$ cat config.mk
export PLATFORM = sky130hd
export DESIGN_NAME = branch_resolve_unit_flat
export DESIGN_NICKNAME = d
export VERILOG_FILES = /design/src/rtl/branch_resolve_unit_if.sv /design/src/rtl/branch_resolve_unit.sv /design/src/flat_wrapper.sv
export SDC_FILE = /design/constraint.sdc
export NUM_CORES = 1
export LEC_CHECK = 0
export CORE_ASPECT_RATIO = 0.5
export CORE_MARGIN = 2
export CORE_UTILIZATION = 35
export DETAILED_ROUTE_END_ITERATION = 6
export GPL_TIMING_DRIVEN = 0
export SLEW_MARGIN = 40
export SYNTH_ARGS = -nofsm -noshare
export SYNTH_HDL_FRONTEND = slang
export SYNTH_SLANG_ARGS = --single-unit
$ cat constraint.sdc
create_clock -name iCLOCK -period 3.2 [get_ports iCLOCK]
set_clock_uncertainty 0.1 [all_clocks]
set_input_delay 0.64 -clock iCLOCK [delete_from_list [all_inputs] [get_ports iCLOCK]]
set_output_delay 0.64 -clock iCLOCK [all_outputs]
set_load 0.02 [all_outputs]
$ cat src/rtl/branch_resolve_unit_if.sv
// Encodings shared by the branch resolve stage and its users, plus the bundled
// issue/redirect/completion port of the stage.
package branch_resolve_unit_pkg;
    localparam logic [4:0] EXE_BRANCH_BR   = 5'h00;
    localparam logic [4:0] EXE_BRANCH_BUR  = 5'h01;
    localparam logic [4:0] EXE_BRANCH_B    = 5'h02;
    localparam logic [4:0] EXE_BRANCH_BU   = 5'h03;
    localparam logic [4:0] EXE_BRANCH_SWI  = 5'h04;
    localparam logic [4:0] EXE_BRANCH_INTB = 5'h05;
    localparam logic [4:0] EXE_BRANCH_IDTS = 5'h06;

    localparam logic [3:0] CC_AL  = 4'h0;
    localparam logic [3:0] CC_EQ  = 4'h1;
    localparam logic [3:0] CC_NEQ = 4'h2;
    localparam logic [3:0] CC_MI  = 4'h3;
    localparam logic [3:0] CC_PL  = 4'h4;
    localparam logic [3:0] CC_EN  = 4'h5;
    localparam logic [3:0] CC_ON  = 4'h6;
    localparam logic [3:0] CC_OVF = 4'h7;
    localparam logic [3:0] CC_UEO = 4'h8;
    localparam logic [3:0] CC_UU  = 4'h9;
    localparam logic [3:0] CC_UO  = 4'hA;
    localparam logic [3:0] CC_UEU = 4'hB;
    localparam logic [3:0] CC_SEO = 4'hC;
    localparam logic [3:0] CC_SU  = 4'hD;
    localparam logic [3:0] CC_SO  = 4'hE;
    localparam logic [3:0] CC_SEU = 4'hF;

    localparam int unsigned FLAGS_CF = 0;
    localparam int unsigned FLAGS_OF = 1;
    localparam int unsigned FLAGS_SF = 2;
    localparam int unsigned FLAGS_PF = 3;
    localparam int unsigned FLAGS_ZF = 4;

    localparam logic [1:0] KIND_JUMP = 2'd0;
    localparam logic [1:0] KIND_SWI  = 2'd1;
    localparam logic [1:0] KIND_INTB = 2'd2;
    localparam logic [1:0] KIND_IDTS = 2'd3;
endpackage

interface branch_resolve_unit_if #(
    parameter int unsigned ADDR_W   = 32,
    parameter int unsigned TAG_W    = 6,
    parameter int unsigned NUM_SCHE = 2,
    parameter int unsigned CNT_W    = 16
);
    logic                iFREE_RESTART;
    logic                iPREVIOUS_EX_BRANCH_VALID;
    logic [TAG_W-1:0]    iPREVIOUS_EX_BRANCH_COMMIT_TAG;
    logic [4:0]          iPREVIOUS_EX_BRANCH_CMD;
    logic [3:0]          iPREVIOUS_EX_BRANCH_CC;
    logic [4:0]          iPREVIOUS_EX_BRANCH_FLAG;
    logic [ADDR_W-1:0]   iPREVIOUS_EX_BRANCH_SOURCE;
    logic [ADDR_W-1:0]   iPREVIOUS_EX_BRANCH_PC;
    logic                iPREVIOUS_EX_BRANCH_PRED_TAKEN;
    logic [ADDR_W-1:0]   iPREVIOUS_EX_BRANCH_PRED_ADDR;
    logic                oPREVIOUS_EX_BRANCH_LOCK;
    logic                oREDIRECT_VALID;
    logic                iREDIRECT_ACK;
    logic [1:0]          oREDIRECT_KIND;
    logic [ADDR_W-1:0]   oREDIRECT_ADDR;
    logic [TAG_W-1:0]    oREDIRECT_COMMIT_TAG;
    logic [10:0]         oSWI_NUMBER;
    logic [ADDR_W-1:0]   oIDTS_R_ADDR;
    logic [NUM_SCHE-1:0] oSCHE_EX_BRANCH_VALID;
    logic [TAG_W-1:0]    oSCHE_EX_BRANCH_COMMIT_TAG;
    logic [CNT_W-1:0]    oSTAT_BRANCH_CNT;
    logic [CNT_W-1:0]    oSTAT_MISPRED_CNT;

    modport slave (
        input  iFREE_RESTART, iPREVIOUS_EX_BRANCH_VALID, iPREVIOUS_EX_BRANCH_COMMIT_TAG,
               iPREVIOUS_EX_BRANCH_CMD, iPREVIOUS_EX_BRANCH_CC, iPREVIOUS_EX_BRANCH_FLAG,
               iPREVIOUS_EX_BRANCH_SOURCE, iPREVIOUS_EX_BRANCH_PC,
               iPREVIOUS_EX_BRANCH_PRED_TAKEN, iPREVIOUS_EX_BRANCH_PRED_ADDR, iREDIRECT_ACK,
        output oPREVIOUS_EX_BRANCH_LOCK, oREDIRECT_VALID, oREDIRECT_KIND, oREDIRECT_ADDR,
               oREDIRECT_COMMIT_TAG, oSWI_NUMBER, oIDTS_R_ADDR, oSCHE_EX_BRANCH_VALID,
               oSCHE_EX_BRANCH_COMMIT_TAG, oSTAT_BRANCH_CNT, oSTAT_MISPRED_CNT
    );

    modport master (
        output iFREE_RESTART, iPREVIOUS_EX_BRANCH_VALID, iPREVIOUS_EX_BRANCH_COMMIT_TAG,
               iPREVIOUS_EX_BRANCH_CMD, iPREVIOUS_EX_BRANCH_CC, iPREVIOUS_EX_BRANCH_FLAG,
               iPREVIOUS_EX_BRANCH_SOURCE, iPREVIOUS_EX_BRANCH_PC,
               iPREVIOUS_EX_BRANCH_PRED_TAKEN, iPREVIOUS_EX_BRANCH_PRED_ADDR, iREDIRECT_ACK,
        input  oPREVIOUS_EX_BRANCH_LOCK, oREDIRECT_VALID, oREDIRECT_KIND, oREDIRECT_ADDR,
               oREDIRECT_COMMIT_TAG, oSWI_NUMBER, oIDTS_R_ADDR, oSCHE_EX_BRANCH_VALID,
               oSCHE_EX_BRANCH_COMMIT_TAG, oSTAT_BRANCH_CNT, oSTAT_MISPRED_CNT
    );
endinterface

$ cat src/rtl/branch_resolve_unit.sv
// Branch execute stage: resolves condition and target, checks the front-end
// prediction, raises one held redirect toward fetch and broadcasts completion.
module branch_resolve_unit
    import branch_resolve_unit_pkg::*;
#(
    parameter int unsigned ADDR_W   = 32,
    parameter int unsigned TAG_W    = 6,
    parameter int unsigned NUM_SCHE = 2,
    parameter int unsigned CNT_W    = 16
) (
    input logic iCLOCK,
    input logic inRESET,
    branch_resolve_unit_if.slave bus
);

    typedef enum logic [1:0] {
        ST_IDLE     = 2'd0,
        ST_REDIRECT = 2'd1,
        ST_LOCKED   = 2'd2
    } state_t;

    state_t r_state;
    state_t w_state_next;

    logic              w_lock;
    logic              w_redirect_valid;
    logic              w_restart;
    logic              w_accept;
    logic              w_taken;
    logic              w_redirect;
    logic [1:0]        w_kind;
    logic [ADDR_W-1:0] w_addr;
    logic [ADDR_W-1:0] w_target;
    logic [ADDR_W-1:0] w_pc4;
    logic              w_cf, w_of, w_sf, w_pf, w_zf;

    logic              r_sche_valid;
    logic [TAG_W-1:0]  r_sche_tag;
    logic [1:0]        r_kind;
    logic [ADDR_W-1:0] r_addr;
    logic [TAG_W-1:0]  r_rtag;
    logic [10:0]       r_swi;
    logic [ADDR_W-1:0] r_idts;
    logic [CNT_W-1:0]  r_bcnt;
    logic [CNT_W-1:0]  r_mcnt;

    assign w_restart = bus.iFREE_RESTART;
    assign w_accept  = bus.iPREVIOUS_EX_BRANCH_VALID && (r_state == ST_IDLE) && !w_restart;

    assign w_cf = bus.iPREVIOUS_EX_BRANCH_FLAG[FLAGS_CF];
    assign w_of = bus.iPREVIOUS_EX_BRANCH_FLAG[FLAGS_OF];
    assign w_sf = bus.iPREVIOUS_EX_BRANCH_FLAG[FLAGS_SF];
    assign w_pf = bus.iPREVIOUS_EX_BRANCH_FLAG[FLAGS_PF];
    assign w_zf = bus.iPREVIOUS_EX_BRANCH_FLAG[FLAGS_ZF];

    always_comb begin
        w_taken = 1'b1;
        case (bus.iPREVIOUS_EX_BRANCH_CC)
            CC_EQ:   w_taken = w_zf;
            CC_NEQ:  w_taken = !w_zf;
            CC_MI:   w_taken = w_sf;
            CC_PL:   w_taken = !w_sf;
            CC_EN:   w_taken = !w_pf;
            CC_ON:   w_taken = w_pf;
            CC_OVF:  w_taken = w_of;
            CC_UEO:  w_taken = w_cf;
            CC_UU:   w_taken = !w_cf;
            CC_UO:   w_taken = w_cf && !w_zf;
            CC_UEU:  w_taken = !w_cf || w_zf;
            CC_SEO:  w_taken = (w_sf == w_of);
            CC_SU:   w_taken = (w_sf != w_of);
            CC_SO:   w_taken = !((w_sf ^ w_of) || w_zf);
            CC_SEU:  w_taken = (w_sf ^ w_of) || w_zf;
            default: w_taken = 1'b1;
        endcase
    end

    assign w_target = ((bus.iPREVIOUS_EX_BRANCH_CMD == EXE_BRANCH_BR) ||
                       (bus.iPREVIOUS_EX_BRANCH_CMD == EXE_BRANCH_BUR))
                      ? bus.iPREVIOUS_EX_BRANCH_PC + bus.iPREVIOUS_EX_BRANCH_SOURCE
                      : bus.iPREVIOUS_EX_BRANCH_SOURCE;
    assign w_pc4 = bus.iPREVIOUS_EX_BRANCH_PC + ADDR_W'(4);

    // Jump class only redirects on a wrong direction or a wrong taken target.
    always_comb begin
        w_redirect = 1'b0;
        w_kind     = KIND_JUMP;
        w_addr     = '0;
        case (bus.iPREVIOUS_EX_BRANCH_CMD)
            EXE_BRANCH_SWI: begin
                w_redirect = 1'b1;
                w_kind     = KIND_SWI;
            end
            EXE_BRANCH_INTB: begin
                w_redirect = 1'b1;
                w_kind     = KIND_INTB;
                w_addr     = w_target;
            end
            EXE_BRANCH_IDTS: begin
                w_redirect = 1'b1;
                w_kind     = KIND_IDTS;
            end
            default: begin
                w_redirect = (w_taken != bus.iPREVIOUS_EX_BRANCH_PRED_TAKEN) ||
                             (w_taken && (w_target != bus.iPREVIOUS_EX_BRANCH_PRED_ADDR));
                w_kind     = KIND_JUMP;
                w_addr     = w_taken ? w_target : w_pc4;
            end
        endcase
    end

    always_ff @(posedge iCLOCK or negedge inRESET) begin
        if (!inRESET) begin
            r_state <= ST_IDLE;
        end else begin
            r_state <= w_state_next;
        end
    end

    always_comb begin
        w_state_next     = r_state;
        w_lock           = 1'b0;
        w_redirect_valid = 1'b0;
        case (r_state)
            ST_IDLE: begin
                if (w_accept && w_redirect) begin
                    w_state_next = ST_REDIRECT;
                end
            end
            ST_REDIRECT: begin
                w_lock           = 1'b1;
                w_redirect_valid = 1'b1;
                if (bus.iREDIRECT_ACK) begin
                    w_state_next = ST_LOCKED;
                end
            end
            ST_LOCKED: begin
                w_lock = 1'b1;
            end
            default: begin
                w_state_next = ST_IDLE;
            end
        endcase
        if (w_restart) begin
            w_state_next = ST_IDLE;
        end
    end

    always_ff @(posedge iCLOCK or negedge inRESET) begin
        if (!inRESET) begin
            r_sche_valid <= 1'b0;
            r_sche_tag   <= '0;
            r_kind       <= '0;
            r_addr       <= '0;
            r_rtag       <= '0;
            r_swi        <= '0;
            r_idts       <= '0;
        end else if (w_restart) begin
            r_sche_valid <= 1'b0;
            r_kind       <= '0;
            r_addr       <= '0;
            r_rtag       <= '0;
        end else begin
            r_sche_valid <= w_accept;
            if (w_accept) begin
                r_sche_tag <= bus.iPREVIOUS_EX_BRANCH_COMMIT_TAG;
            end
            if (w_accept && w_redirect) begin
                r_kind <= w_kind;
                r_addr <= w_addr;
                r_rtag <= bus.iPREVIOUS_EX_BRANCH_COMMIT_TAG;
                if (w_kind == KIND_SWI) begin
                    r_swi <= bus.iPREVIOUS_EX_BRANCH_SOURCE[10:0];
                end
                if (w_kind == KIND_IDTS) begin
                    r_idts <= w_pc4;
                end
            end
        end
    end

    // Statistics survive pipeline flushes; only the hard reset clears them.
    always_ff @(posedge iCLOCK or negedge inRESET) begin
        if (!inRESET) begin
            r_bcnt <= '0;
            r_mcnt <= '0;
        end else begin
            if (w_accept && (r_bcnt != '1)) begin
                r_bcnt <= r_bcnt + CNT_W'(1);
            end
            if (w_accept && w_redirect && (w_kind == KIND_JUMP) && (r_mcnt != '1)) begin
                r_mcnt <= r_mcnt + CNT_W'(1);
            end
        end
    end

    assign bus.oPREVIOUS_EX_BRANCH_LOCK   = w_lock;
    assign bus.oREDIRECT_VALID            = w_redirect_valid;
    assign bus.oREDIRECT_KIND             = r_kind;
    assign bus.oREDIRECT_ADDR             = r_addr;
    assign bus.oREDIRECT_COMMIT_TAG       = r_rtag;
    assign bus.oSWI_NUMBER                = r_swi;
    assign bus.oIDTS_R_ADDR               = r_idts;
    assign bus.oSCHE_EX_BRANCH_VALID      = {NUM_SCHE{r_sche_valid}};
    assign bus.oSCHE_EX_BRANCH_COMMIT_TAG = r_sche_tag;
    assign bus.oSTAT_BRANCH_CNT           = r_bcnt;
    assign bus.oSTAT_MISPRED_CNT          = r_mcnt;

endmodule

$ cat src/flat_wrapper.sv
// flat-port wrapper written by rule: the top's interface ports become plain ports
module branch_resolve_unit_flat import branch_resolve_unit_pkg::*;
#(
    parameter int unsigned ADDR_W   = 32,
    parameter int unsigned TAG_W    = 6,
    parameter int unsigned NUM_SCHE = 2,
    parameter int unsigned CNT_W    = 16
)
  (iCLOCK, inRESET, bus_iFREE_RESTART, bus_iPREVIOUS_EX_BRANCH_VALID, bus_iPREVIOUS_EX_BRANCH_COMMIT_TAG, bus_iPREVIOUS_EX_BRANCH_CMD, bus_iPREVIOUS_EX_BRANCH_CC, bus_iPREVIOUS_EX_BRANCH_FLAG, bus_iPREVIOUS_EX_BRANCH_SOURCE, bus_iPREVIOUS_EX_BRANCH_PC, bus_iPREVIOUS_EX_BRANCH_PRED_TAKEN, bus_iPREVIOUS_EX_BRANCH_PRED_ADDR, bus_iREDIRECT_ACK, bus_oPREVIOUS_EX_BRANCH_LOCK, bus_oREDIRECT_VALID, bus_oREDIRECT_KIND, bus_oREDIRECT_ADDR, bus_oREDIRECT_COMMIT_TAG, bus_oSWI_NUMBER, bus_oIDTS_R_ADDR, bus_oSCHE_EX_BRANCH_VALID, bus_oSCHE_EX_BRANCH_COMMIT_TAG, bus_oSTAT_BRANCH_CNT, bus_oSTAT_MISPRED_CNT);
  branch_resolve_unit_if #(.ADDR_W(ADDR_W), .TAG_W(TAG_W), .NUM_SCHE(NUM_SCHE), .CNT_W(CNT_W)) bus_i ();
  input logic iCLOCK;
  input logic inRESET;
  input wire logic [$bits(bus_i.iFREE_RESTART)-1:0] bus_iFREE_RESTART;
  input wire logic [$bits(bus_i.iPREVIOUS_EX_BRANCH_VALID)-1:0] bus_iPREVIOUS_EX_BRANCH_VALID;
  input wire logic [$bits(bus_i.iPREVIOUS_EX_BRANCH_COMMIT_TAG)-1:0] bus_iPREVIOUS_EX_BRANCH_COMMIT_TAG;
  input wire logic [$bits(bus_i.iPREVIOUS_EX_BRANCH_CMD)-1:0] bus_iPREVIOUS_EX_BRANCH_CMD;
  input wire logic [$bits(bus_i.iPREVIOUS_EX_BRANCH_CC)-1:0] bus_iPREVIOUS_EX_BRANCH_CC;
  input wire logic [$bits(bus_i.iPREVIOUS_EX_BRANCH_FLAG)-1:0] bus_iPREVIOUS_EX_BRANCH_FLAG;
  input wire logic [$bits(bus_i.iPREVIOUS_EX_BRANCH_SOURCE)-1:0] bus_iPREVIOUS_EX_BRANCH_SOURCE;
  input wire logic [$bits(bus_i.iPREVIOUS_EX_BRANCH_PC)-1:0] bus_iPREVIOUS_EX_BRANCH_PC;
  input wire logic [$bits(bus_i.iPREVIOUS_EX_BRANCH_PRED_TAKEN)-1:0] bus_iPREVIOUS_EX_BRANCH_PRED_TAKEN;
  input wire logic [$bits(bus_i.iPREVIOUS_EX_BRANCH_PRED_ADDR)-1:0] bus_iPREVIOUS_EX_BRANCH_PRED_ADDR;
  input wire logic [$bits(bus_i.iREDIRECT_ACK)-1:0] bus_iREDIRECT_ACK;
  output wire logic [$bits(bus_i.oPREVIOUS_EX_BRANCH_LOCK)-1:0] bus_oPREVIOUS_EX_BRANCH_LOCK;
  output wire logic [$bits(bus_i.oREDIRECT_VALID)-1:0] bus_oREDIRECT_VALID;
  output wire logic [$bits(bus_i.oREDIRECT_KIND)-1:0] bus_oREDIRECT_KIND;
  output wire logic [$bits(bus_i.oREDIRECT_ADDR)-1:0] bus_oREDIRECT_ADDR;
  output wire logic [$bits(bus_i.oREDIRECT_COMMIT_TAG)-1:0] bus_oREDIRECT_COMMIT_TAG;
  output wire logic [$bits(bus_i.oSWI_NUMBER)-1:0] bus_oSWI_NUMBER;
  output wire logic [$bits(bus_i.oIDTS_R_ADDR)-1:0] bus_oIDTS_R_ADDR;
  output wire logic [$bits(bus_i.oSCHE_EX_BRANCH_VALID)-1:0] bus_oSCHE_EX_BRANCH_VALID;
  output wire logic [$bits(bus_i.oSCHE_EX_BRANCH_COMMIT_TAG)-1:0] bus_oSCHE_EX_BRANCH_COMMIT_TAG;
  output wire logic [$bits(bus_i.oSTAT_BRANCH_CNT)-1:0] bus_oSTAT_BRANCH_CNT;
  output wire logic [$bits(bus_i.oSTAT_MISPRED_CNT)-1:0] bus_oSTAT_MISPRED_CNT;
  assign bus_i.iFREE_RESTART = bus_iFREE_RESTART;
  assign bus_i.iPREVIOUS_EX_BRANCH_VALID = bus_iPREVIOUS_EX_BRANCH_VALID;
  assign bus_i.iPREVIOUS_EX_BRANCH_COMMIT_TAG = bus_iPREVIOUS_EX_BRANCH_COMMIT_TAG;
  assign bus_i.iPREVIOUS_EX_BRANCH_CMD = bus_iPREVIOUS_EX_BRANCH_CMD;
  assign bus_i.iPREVIOUS_EX_BRANCH_CC = bus_iPREVIOUS_EX_BRANCH_CC;
  assign bus_i.iPREVIOUS_EX_BRANCH_FLAG = bus_iPREVIOUS_EX_BRANCH_FLAG;
  assign bus_i.iPREVIOUS_EX_BRANCH_SOURCE = bus_iPREVIOUS_EX_BRANCH_SOURCE;
  assign bus_i.iPREVIOUS_EX_BRANCH_PC = bus_iPREVIOUS_EX_BRANCH_PC;
  assign bus_i.iPREVIOUS_EX_BRANCH_PRED_TAKEN = bus_iPREVIOUS_EX_BRANCH_PRED_TAKEN;
  assign bus_i.iPREVIOUS_EX_BRANCH_PRED_ADDR = bus_iPREVIOUS_EX_BRANCH_PRED_ADDR;
  assign bus_i.iREDIRECT_ACK = bus_iREDIRECT_ACK;
  assign bus_oPREVIOUS_EX_BRANCH_LOCK = bus_i.oPREVIOUS_EX_BRANCH_LOCK;
  assign bus_oREDIRECT_VALID = bus_i.oREDIRECT_VALID;
  assign bus_oREDIRECT_KIND = bus_i.oREDIRECT_KIND;
  assign bus_oREDIRECT_ADDR = bus_i.oREDIRECT_ADDR;
  assign bus_oREDIRECT_COMMIT_TAG = bus_i.oREDIRECT_COMMIT_TAG;
  assign bus_oSWI_NUMBER = bus_i.oSWI_NUMBER;
  assign bus_oIDTS_R_ADDR = bus_i.oIDTS_R_ADDR;
  assign bus_oSCHE_EX_BRANCH_VALID = bus_i.oSCHE_EX_BRANCH_VALID;
  assign bus_oSCHE_EX_BRANCH_COMMIT_TAG = bus_i.oSCHE_EX_BRANCH_COMMIT_TAG;
  assign bus_oSTAT_BRANCH_CNT = bus_i.oSTAT_BRANCH_CNT;
  assign bus_oSTAT_MISPRED_CNT = bus_i.oSTAT_MISPRED_CNT;
  branch_resolve_unit #(.ADDR_W(ADDR_W), .TAG_W(TAG_W), .NUM_SCHE(NUM_SCHE), .CNT_W(CNT_W)) u_core (.iCLOCK(iCLOCK), .inRESET(inRESET), .bus(bus_i));
endmodule
==> results.txt <==
outcome: finished, violations left
failing checks: negative setup slack
CTS H-tree depth: 4
Reg area: 3100 um2
PnR Total Power: 6960 uW
hold_buf cts: 0
pin count of the biggest net entering global routing: 65
WHS: 0.0298 ns
Hold Fails Final Rpt: 0
Unique masters post-synth: 80
Worst Path Arrival: 4.49 ns
post-synthesis sequential area ratio: 31.5%
Final Util: 55.7%
post-route ant nets: 0
CTS tree: built
max cap viols: 0
final RePlAce weighted congestion: 0.976
iteration-0 DRC count of the detailed router: 1370
Rows: 43
FMAX: 234 MHz
RSZ-0062 raised after global routing: yes
crit start category: primary input
Die X: 241 um
CTS root buffer: clkbuf_16
Place WS: -2.79 ns
Die Y: 123 um
worst setup margin: -1.08 ns
clock period minus worst slack: 4.28 ns
#FFs+latches synth: 124
hpwl dp: 37000 um
routed wire length: 47200 um
Slew Limit Fails: 0
total clock sinks: 124
crit-path cells: dlygate4sd2_1 > xnor2_2 > nand4_1 > o31ai_2 > o2111a_1 > o2111ai_2 > or4_4 > a2111o_1 > a2111o_1 > o21ai_4 > buf_12 > nand2_8 > buf_8 > o2111ai_2 > o31ai_1
final setup TNS: -58.27 ns
initial antenna violation count: 1
Crit path required time: 3.41 ns
gr ovfl total: 0
cells after synthesis: 1213
core area: 27700 um2
DRC viols: 0
asr flop ratio synth: 100%
syn nets: 1374
fillcell total: 2567
r2r endpoint: u_core.bus.oSTAT_BRANCH_CNT[15]$_DFFE_PN0P_
most common cell after layout, fill and taps aside: nand2_1
clock slew at reported path FFs: 0.06 ns
number of global-route vias before repair: 10.8k
via total after detailed routing: 11.2k
most frequent cells in the layout: nand2_1, clkdlybuf4s50_1, dfrtp_1
Initial Util: 35.6%
layout cells sized above 1: 27.3%
Clock Latency Late Sink: 0.44 ns
endpoint type of the worst setup path: flip-flop
first-pass GRT wire length: 68500 um
Post-synth EDFFs: 0
Vias/cell: 5.79
Hold WC Path Type: in -> async
P_leak: 0.00619 uW
total track usage: 31.7%
Final period util: 134%
Least-Margin Pin Slew: 0.874 ns
input/output buffers: 244
Worst slew margin: 41.8%
fin nets: 1705
VDD IR max: 0.000339 V
CP Class: in -> reg
critical path's largest stage delay: 0.52 ns
Synth warnings: 0
R2R Path Start: u_core.r_state[0]$_DFFE_PN0P_
Routed wire per std cell: 24.3 um
r2r setup slk: 0.28 ns
top_reg_cell synth: dfrtp_1
Reg2Reg Depth: 11
Pre-antenna DRT Iters: 6
Final setup viols: 58
Syn Std Cell Area: 9850 um2
area delta synth->final: 56.6%
power per standard cell area: 451 nW/um2
Die ar.: 29600 um2
Inserted Clock Buffers: 17
syn_area_per_cell: 8.12 um2
Worst path slowest cell: or4_4
Worst Path Max Fanout: 6
Top Ports: 247
Multi-input gate area: 7690 um2
Bufs on Longest Clock Path: 2
Ant. Diodes: 0
-- layout make-up --
cell class                      count  share of cell area (%)
Sequential cell                   124                    20.1
Multi-Input combinational cell    996                    49.8
Clock inverter                     12                    1.03
Clock buffer                       20                    3.02
Timing Repair Buffer              326                    19.3
Tap cell                          382                    3.10
Buffer                             55                    2.98
Inverter                           24                   0.584
-- sequential cells by signal, summed over array words and instances (netlist names) --
register,cells
u_core.bus.oREDIRECT_KIND,2
u_core.bus.oSCHE_EX_BRANCH_COMMIT_TAG,6
u_core.bus.oIDTS_R_ADDR,32
u_core.r_state,2
u_core.bus.oREDIRECT_ADDR,32
u_core.r_sche_valid,1
u_core.bus.oSWI_NUMBER,11
u_core.bus.oREDIRECT_COMMIT_TAG,6
u_core.bus.oSTAT_MISPRED_CNT,16
u_core.bus.oSTAT_BRANCH_CNT,16
-- metrics by stage --
step	instance area [um2]	cells
after detailed placement	13000	1840
after floorplan	10100	1213
after global routing	15400	1939
after CTS	15000	1926
after global placement	13000	1839
final	15400	1939
-- routing by layer --
layer	part of all wire (%)	global-route usage (%)
met2	43	47.4
met1	47	47.3
met4	2.1	7.33
met3	8.3	5.58
met5	0	0
-- synthesized netlist by cell type (10+ instances only) --
cell,instances,area (um2)
and3_1,22,138
nor3_1,24,120
nor2b_1,13,81.3
inv_1,24,90.1
nand2_1,185,694
nand4_1,37,231
xnor2_1,65,569
nor2_1,91,342
a211oi_1,10,75.1
o21ai_0,71,355
dfrtp_1,124,3100
o22ai_1,23,144
mux2_2,20,225
a21oi_1,94,470
xor2_1,60,526
clkbuf_1,56,210
ha_1,38,475
o21a_1,12,90.1
nand3_1,31,155
o21ai_1,23,115
-- where the power goes --
group          internal [uW]  switching [uW]
sequential              1790             183
clock                   1290             760
combinational           1290            1650
-- critical path, delay by kind of cell --
kind / cells / cell delay (ns)
buf+inv: 3 / 0.62
simple gates: 3 / 0.85
xor+xnor: 1 / 0.27
compound gates: 8 / 2.07
-- logic make-up (layout without fill, tap and decap cells) --
logic type,count (synthesis),after routing,share of synthesized area [%]
AND/OR/NAND/NOR,458,459,22.0
multiplexers,28,28,3.10
adder cells (fa/ha/maj),39,39,5.03
flip-flops,124,124,31.5
AO/OA/AOI/OAI,343,343,22.8
buffers and inverters,94,437,4.00
XOR/XNOR,127,127,11.6
-- worst max-delay path by stage --
stage                                          start                                 endpoint  slack [ns]  cells after the start
2_1_floorplan         bus_iPREVIOUS_EX_BRANCH_CMD[1]            u_core.r_state[1]$_DFFE_PN0P_       -0.97                     16
3_3_place_gp                                 inRESET  u_core.bus.oIDTS_R_ADDR[30]$_DFFE_PN0P_       -3.47                      1
3_5_place_dp          bus_iPREVIOUS_EX_BRANCH_CMD[3]            u_core.r_state[1]$_DFFE_PN0P_       -2.79                     13
4_1_cts            bus_iPREVIOUS_EX_BRANCH_SOURCE[0]            u_core.r_state[1]$_DFFE_PN0P_       -0.96                     18
5_1_grt               bus_iPREVIOUS_EX_BRANCH_PC[20]            u_core.r_state[1]$_DFFE_PN0P_       -1.08                     17
6_report       bus_iPREVIOUS_EX_BRANCH_PRED_ADDR[17]            u_core.r_state[1]$_DFFE_PN0P_       -1.08                     15
-- what timing repair did --
item | in CTS | in global routing
gates resized for setup | 450 | 133
setup buffers | 61 | 16
endpoints found under the setup margin | 68 | 70
gates cloned | 5 | 2
pin swaps | 70 | 45
No activity file was read; power rests on OpenSTA's default activity.
==> RTL change 1: new RTL, same flow settings <==
Re-encode `state_t` (3 states) as one-hot, 3 bits wide.
--- a/src/rtl/branch_resolve_unit.sv
+++ b/src/rtl/branch_resolve_unit.sv
@@ -14,8 +14,8 @@
 );
 
-    typedef enum logic [1:0] {
-        ST_IDLE     = 2'd0,
-        ST_REDIRECT = 2'd1,
-        ST_LOCKED   = 2'd2
+    typedef enum logic [2:0] {
+        ST_IDLE     = 3'b001,
+        ST_REDIRECT = 3'b010,
+        ST_LOCKED   = 3'b100
     } state_t;
 
Function: same outputs for any inputs over 4 cycles, from zero or initial values and one cycle with inRESET low; so few cycles prove little.
==> RTL change 1 against the unedited design <==
  * Non-clock buffer count down 5
  * Critical path type unchanged
  * Worst hold slack better by 0.35 ns
  * Core utilization down 1.3 points
  * Cell area down 1.9%
  * First-iteration DRC count down 32%
  * Final cell count down 4.0%
  * Sequential cell count up 1
  * Highest routed layer unchanged
  * Wire length down 9.8%
  * Area after synthesis up 1.0%
  * The run still ends with setup timing left
  * Worst setup slack worse by 0.12 ns
  * Total power down 6.0%
  * Count of clock-buffer cells in the layout down 2
==> RTL change 1: results (changes against the unedited design) <==
critical_path:
  r2r-end: "u_core.bus.oSTAT_MISPRED_CNT[1]"
  reg2reg_from: "u_core.r_state[0]"
  cp_top_family: "simple AND/OR/NAND/NOR gates"
  crit_buf_inv: 4  # +1
  critPathArrivalTime_ns: 4.61  # +0.12 ns
  crit_end: "u_core.bus.oREDIRECT_KIND[1]"
  critPathMaxFanout: 10  # +4
  reg2reg_slack_ns: 0.41  # +0.13 ns
  r2r_cells: 6  # -5
  worstSetupStartpoint: "bus_iPREVIOUS_EX_BRANCH_SOURCE[25]"
layout:
  fill_cells: 2517  # -1.9%
  non_clock_inverter_count: 16  # -33%
  drive_above_1_share: 0.242  # -0.0313
  multi_input_gates: 928  # -6.8%
  fin_area_sq_um: 15100  # -1.9%
  multi_input_area_sq_um: 7340  # -4.5%
  fin_nets: 1621  # -4.9%
  seqCellArea_sq_um: 3130  # +0.85%
  clockBufferCount: 18  # -10%
  diodes: 2  # +2
drt:
  met3_length_um: 3040  # -22%
  met1_length_um: 19100  # -14%
  routed_via_density: 5.66  # -2.3%
  wl_um: 42600  # -9.8%
  wl_met2_um: 19500  # -3.1%
run_status:
  outcome: "finished, violations left"
  failed_checks: "setup timing"
power_and_ir_drop:
  pwr-share-clk: 0.297  # +0.002
  p_sw_mw: 2.42  # -6.5%
  switching_share: 0.370  # -0.00220
yosys:
  ys_types: 87  # +8.8%
  synth.top_cells.by_count: "dfrtp_1 (124), nand2_1 (116), o21ai_0 (76)"
  syn_area_per_cell_sq_um: 8.77  # +8.0%
  ys_seq_elements: 125  # +0.81%
placed_design:
  gp_congestion: 0.981  # +0.50%
  placed_cells: 1763  # -4.2%
  dp_slack_ns: -2.70  # +0.0867 ns
  placed_cell_area_sq_um: 13000  # about the same
  place_hpwl_um: 33100  # -11%
grt:
  grt_pass1_vias: 10200  # -5.8%
  grt_max_degree: 52  # -20%
  grt_use_met1: 0.388  # -0.0850
  grt_pass1_wl_um: 62900  # -8.1%
  groute.layer.met2.usage: 0.450  # -0.0243
timing:
  setup_viol: 58  # unchanged
  fin_ws_ns: -1.20  # -0.121 ns
  setup_tns_ns: -65.35  # -7.08 ns
## RTL change 1: cell count changes in the layout (fill, tap and decap cells not counted), moves of 12 or more
cell and change:
o21ai_1 -13, a2bb2oi_1 +15, mux2i_1 +33, o21ai_0 +12
and3_1 -13, nor2_1 -26, a21oi_2 -15, nand2_1 -64
clkdlybuf4s50_1 +21, o22ai_1 -15, nand3_1 +20, nand2b_1 +29
ha_4 -13
## RTL change 1: kinds of logic after synthesis
kind of cell,Yosys count,share of synthesized area
and+or+nand+nor,415,0.216
muxes,81,0.0900
xor gates and xnor gates,134,0.119
adders and majority gates,35,0.0448
buffers and inverters,82,0.0414
DFF,125,0.314
AOI/OAI and AO/OA,263,0.174
## RTL change 1: repair_timing
action | in CTS | in global routing
endpoints found under the hold margin | 27 | 0
buffers inserted | 51 | 15
resized for setup | 314 | 60
setup endpoints to repair | 80 | 72
hold buffers | 1 | 0
pin swaps | 57 | 31
gates cloned | 2 | 2
==> RTL change 2: new RTL, same settings <==
Without the edit above. `ADDR_W` is set to 32 in 3 places; all go to 48.
--- a/src/rtl/branch_resolve_unit_if.sv
+++ b/src/rtl/branch_resolve_unit_if.sv
@@ -40,5 +40,5 @@
 
 interface branch_resolve_unit_if #(
-    parameter int unsigned ADDR_W   = 32,
+    parameter int unsigned ADDR_W   = 48,
     parameter int unsigned TAG_W    = 6,
     parameter int unsigned NUM_SCHE = 2,
--- a/src/rtl/branch_resolve_unit.sv
+++ b/src/rtl/branch_resolve_unit.sv
@@ -4,5 +4,5 @@
     import branch_resolve_unit_pkg::*;
 #(
-    parameter int unsigned ADDR_W   = 32,
+    parameter int unsigned ADDR_W   = 48,
     parameter int unsigned TAG_W    = 6,
     parameter int unsigned NUM_SCHE = 2,
--- a/src/flat_wrapper.sv
+++ b/src/flat_wrapper.sv
@@ -2,5 +2,5 @@
 module branch_resolve_unit_flat import branch_resolve_unit_pkg::*;
 #(
-    parameter int unsigned ADDR_W   = 32,
+    parameter int unsigned ADDR_W   = 48,
     parameter int unsigned TAG_W    = 6,
     parameter int unsigned NUM_SCHE = 2,
Interface: changed (5 resized); port bits go from 247 to 327. The function was not compared with the original's and may differ.
==> RTL change 2 against the unedited design <==
  * The flow still finishes with violations (setup timing)
  * Total power grew 28%
  * First-iteration DRC count grew 41%
  * Register-to-register slack gained 0.16 ns
  * Wire length grew 74%
  * Via count grew 47%
  * Area after synthesis grew 41%
  * Global-route usage grew 6.4 points
  * Critical path type unchanged
  * Clock power grew 7%
  * Sequential cell count grew 32
  * Core utilization grew 0.17 points
  * Cell area grew 41%
  * Worst setup slack lost 0.63 ns
==> RTL change 2: results (changes against the unedited design) <==
layout:
  final-clk-cell-share: 0.0283  # -0.0123
  fin_area_sq_um: 21800  # +41%
  non_clock_inverter_count: 39  # +63%
  diodes: 2  # +2
  fill_cells: 3568  # +39%
  multi_input_area_sq_um: 11300  # +47%
  fin_nets: 2365  # +39%
  buffers: 530  # +39%
  multi_input_gates: 1396  # +40%
  seq_share: 0.179  # -0.0218
  drive_above_1_share: 0.291  # +0.0178
  buf_share: 0.234  # +0.0111
hold_path:
  hp-class: "in -> reg"
timing:
  tightest_slew_ns: 1.05  # +0.181 ns
  hold_ws_ns: 0.367  # +0.338 ns
  fin_ws_ns: -1.71  # -0.629 ns
  setup_tns_ns: -216.75  # -158.48 ns
  setup_viol: 133  # +130%
critical_path:
  worstSetupStartpoint: "bus_iPREVIOUS_EX_BRANCH_SOURCE[20]"
  r2r-end: "u_core.bus.oSTAT_MISPRED_CNT[1]"
  critPathArrivalTime_ns: 5.13  # +0.64 ns
  critPathMaxFanout: 8  # +2
  reg2reg_slack_ns: 0.44  # +0.16 ns
  crit_end: "u_core.bus.oIDTS_R_ADDR[29]"
  r2r_cells: 6  # -5
yosys:
  synth_fa_ha_area_frac: 0.0501  # -0.000244
  synth-compound-area-share: 0.214  # -0.0141
  syn_area_per_cell_sq_um: 8.19  # +0.79%
  synth.top_cells.by_count: "nand2_1 (181), dfrtp_1 (156), nor2_1 (145)"
  synth_area_leaders: "dfrtp_1 (28%), xnor2_1 (7.4%), mux2_2 (5.2%)"
  synth_xor_area_frac: 0.121  # +0.00546
  muxShareOfSynthArea: 0.0619  # +0.0309
drt:
  routed_via_density: 6.15  # +6.2%
  drt_pre_antenna_iters: 5  # -1
  wl_per_cell_um: 30.7  # +26%
placed_design:
  dp_slack_ns: -3.71  # -0.919 ns
  placed_cell_area_sq_um: 18300  # +41%
  placed_cells: 2554  # +39%
  place_hpwl_um: 66300  # +79%
  gp_congestion: 1.06  # +8.9%
  portBuffers: 322  # +32%
grt:
  antenna_found_initial: 2  # +1
  grt_pass1_wl_um: 113000  # +65%
  grt_pass1_vias: 15200  # +40%
  grt_max_degree: 72  # +11%
  grt_use_total: 0.382  # +0.0643
power_and_ir_drop:
  switching_share: 0.408  # +0.0358
  ir_worst_vdd_uv: 349  # +2.9%
  pg_comb_mw: 4.31  # +47%
  powerClk_mw: 2.19  # +7%
  p_comb_frac: 0.482  # +0.060
clock_tree:
  post_cts_buffers: 65  # +6.6%
  hold_buffers: 1  # +1
  post_cts_resized: 457  # +1.6%
  clock-sinks: 156  # +26%
run_status:
  outcome: "finished, violations left"
  failed_checks: "setup timing"
[RTL change 2: changes by cell type after synthesis, moves of 19 or more]
cell / change
nand4_1: +19
a31o_2: +48
xnor2_1: +52
o21ai_0: +23
dfrtp_1: +32
a22oi_1: +38
nor2_1: +54
nand3_1: +32
buf_2: +27
mux2_2: +44
[RTL change 2: critical path, cell delays in order]
cell and delay [ns]:
clkdlybuf4s15_2 0.25, ha_4 0.23, buf_6 0.15, a21oi_4 0.25, o21ai_4 0.11, a32oi_4 0.27, nand4_1 0.42, or4_4 0.65
nor4_4 0.38, nand4_1 0.22, nor4_4 0.24, o2111ai_4 0.25, o211ai_4 0.19, or3_4 0.19, buf_12 0.13, buf_12 0.11
buf_12 0.11, mux2_4 0.30
[RTL change 2: routing by layer]
metal	track usage	up-vias	wire [um]
met4	0.0971	0	2090
met3	0.155	139	11300
met1	0.554	8281	36100
met5	0	-	0
met2	0.515	951	32800
li1	-	7150	-
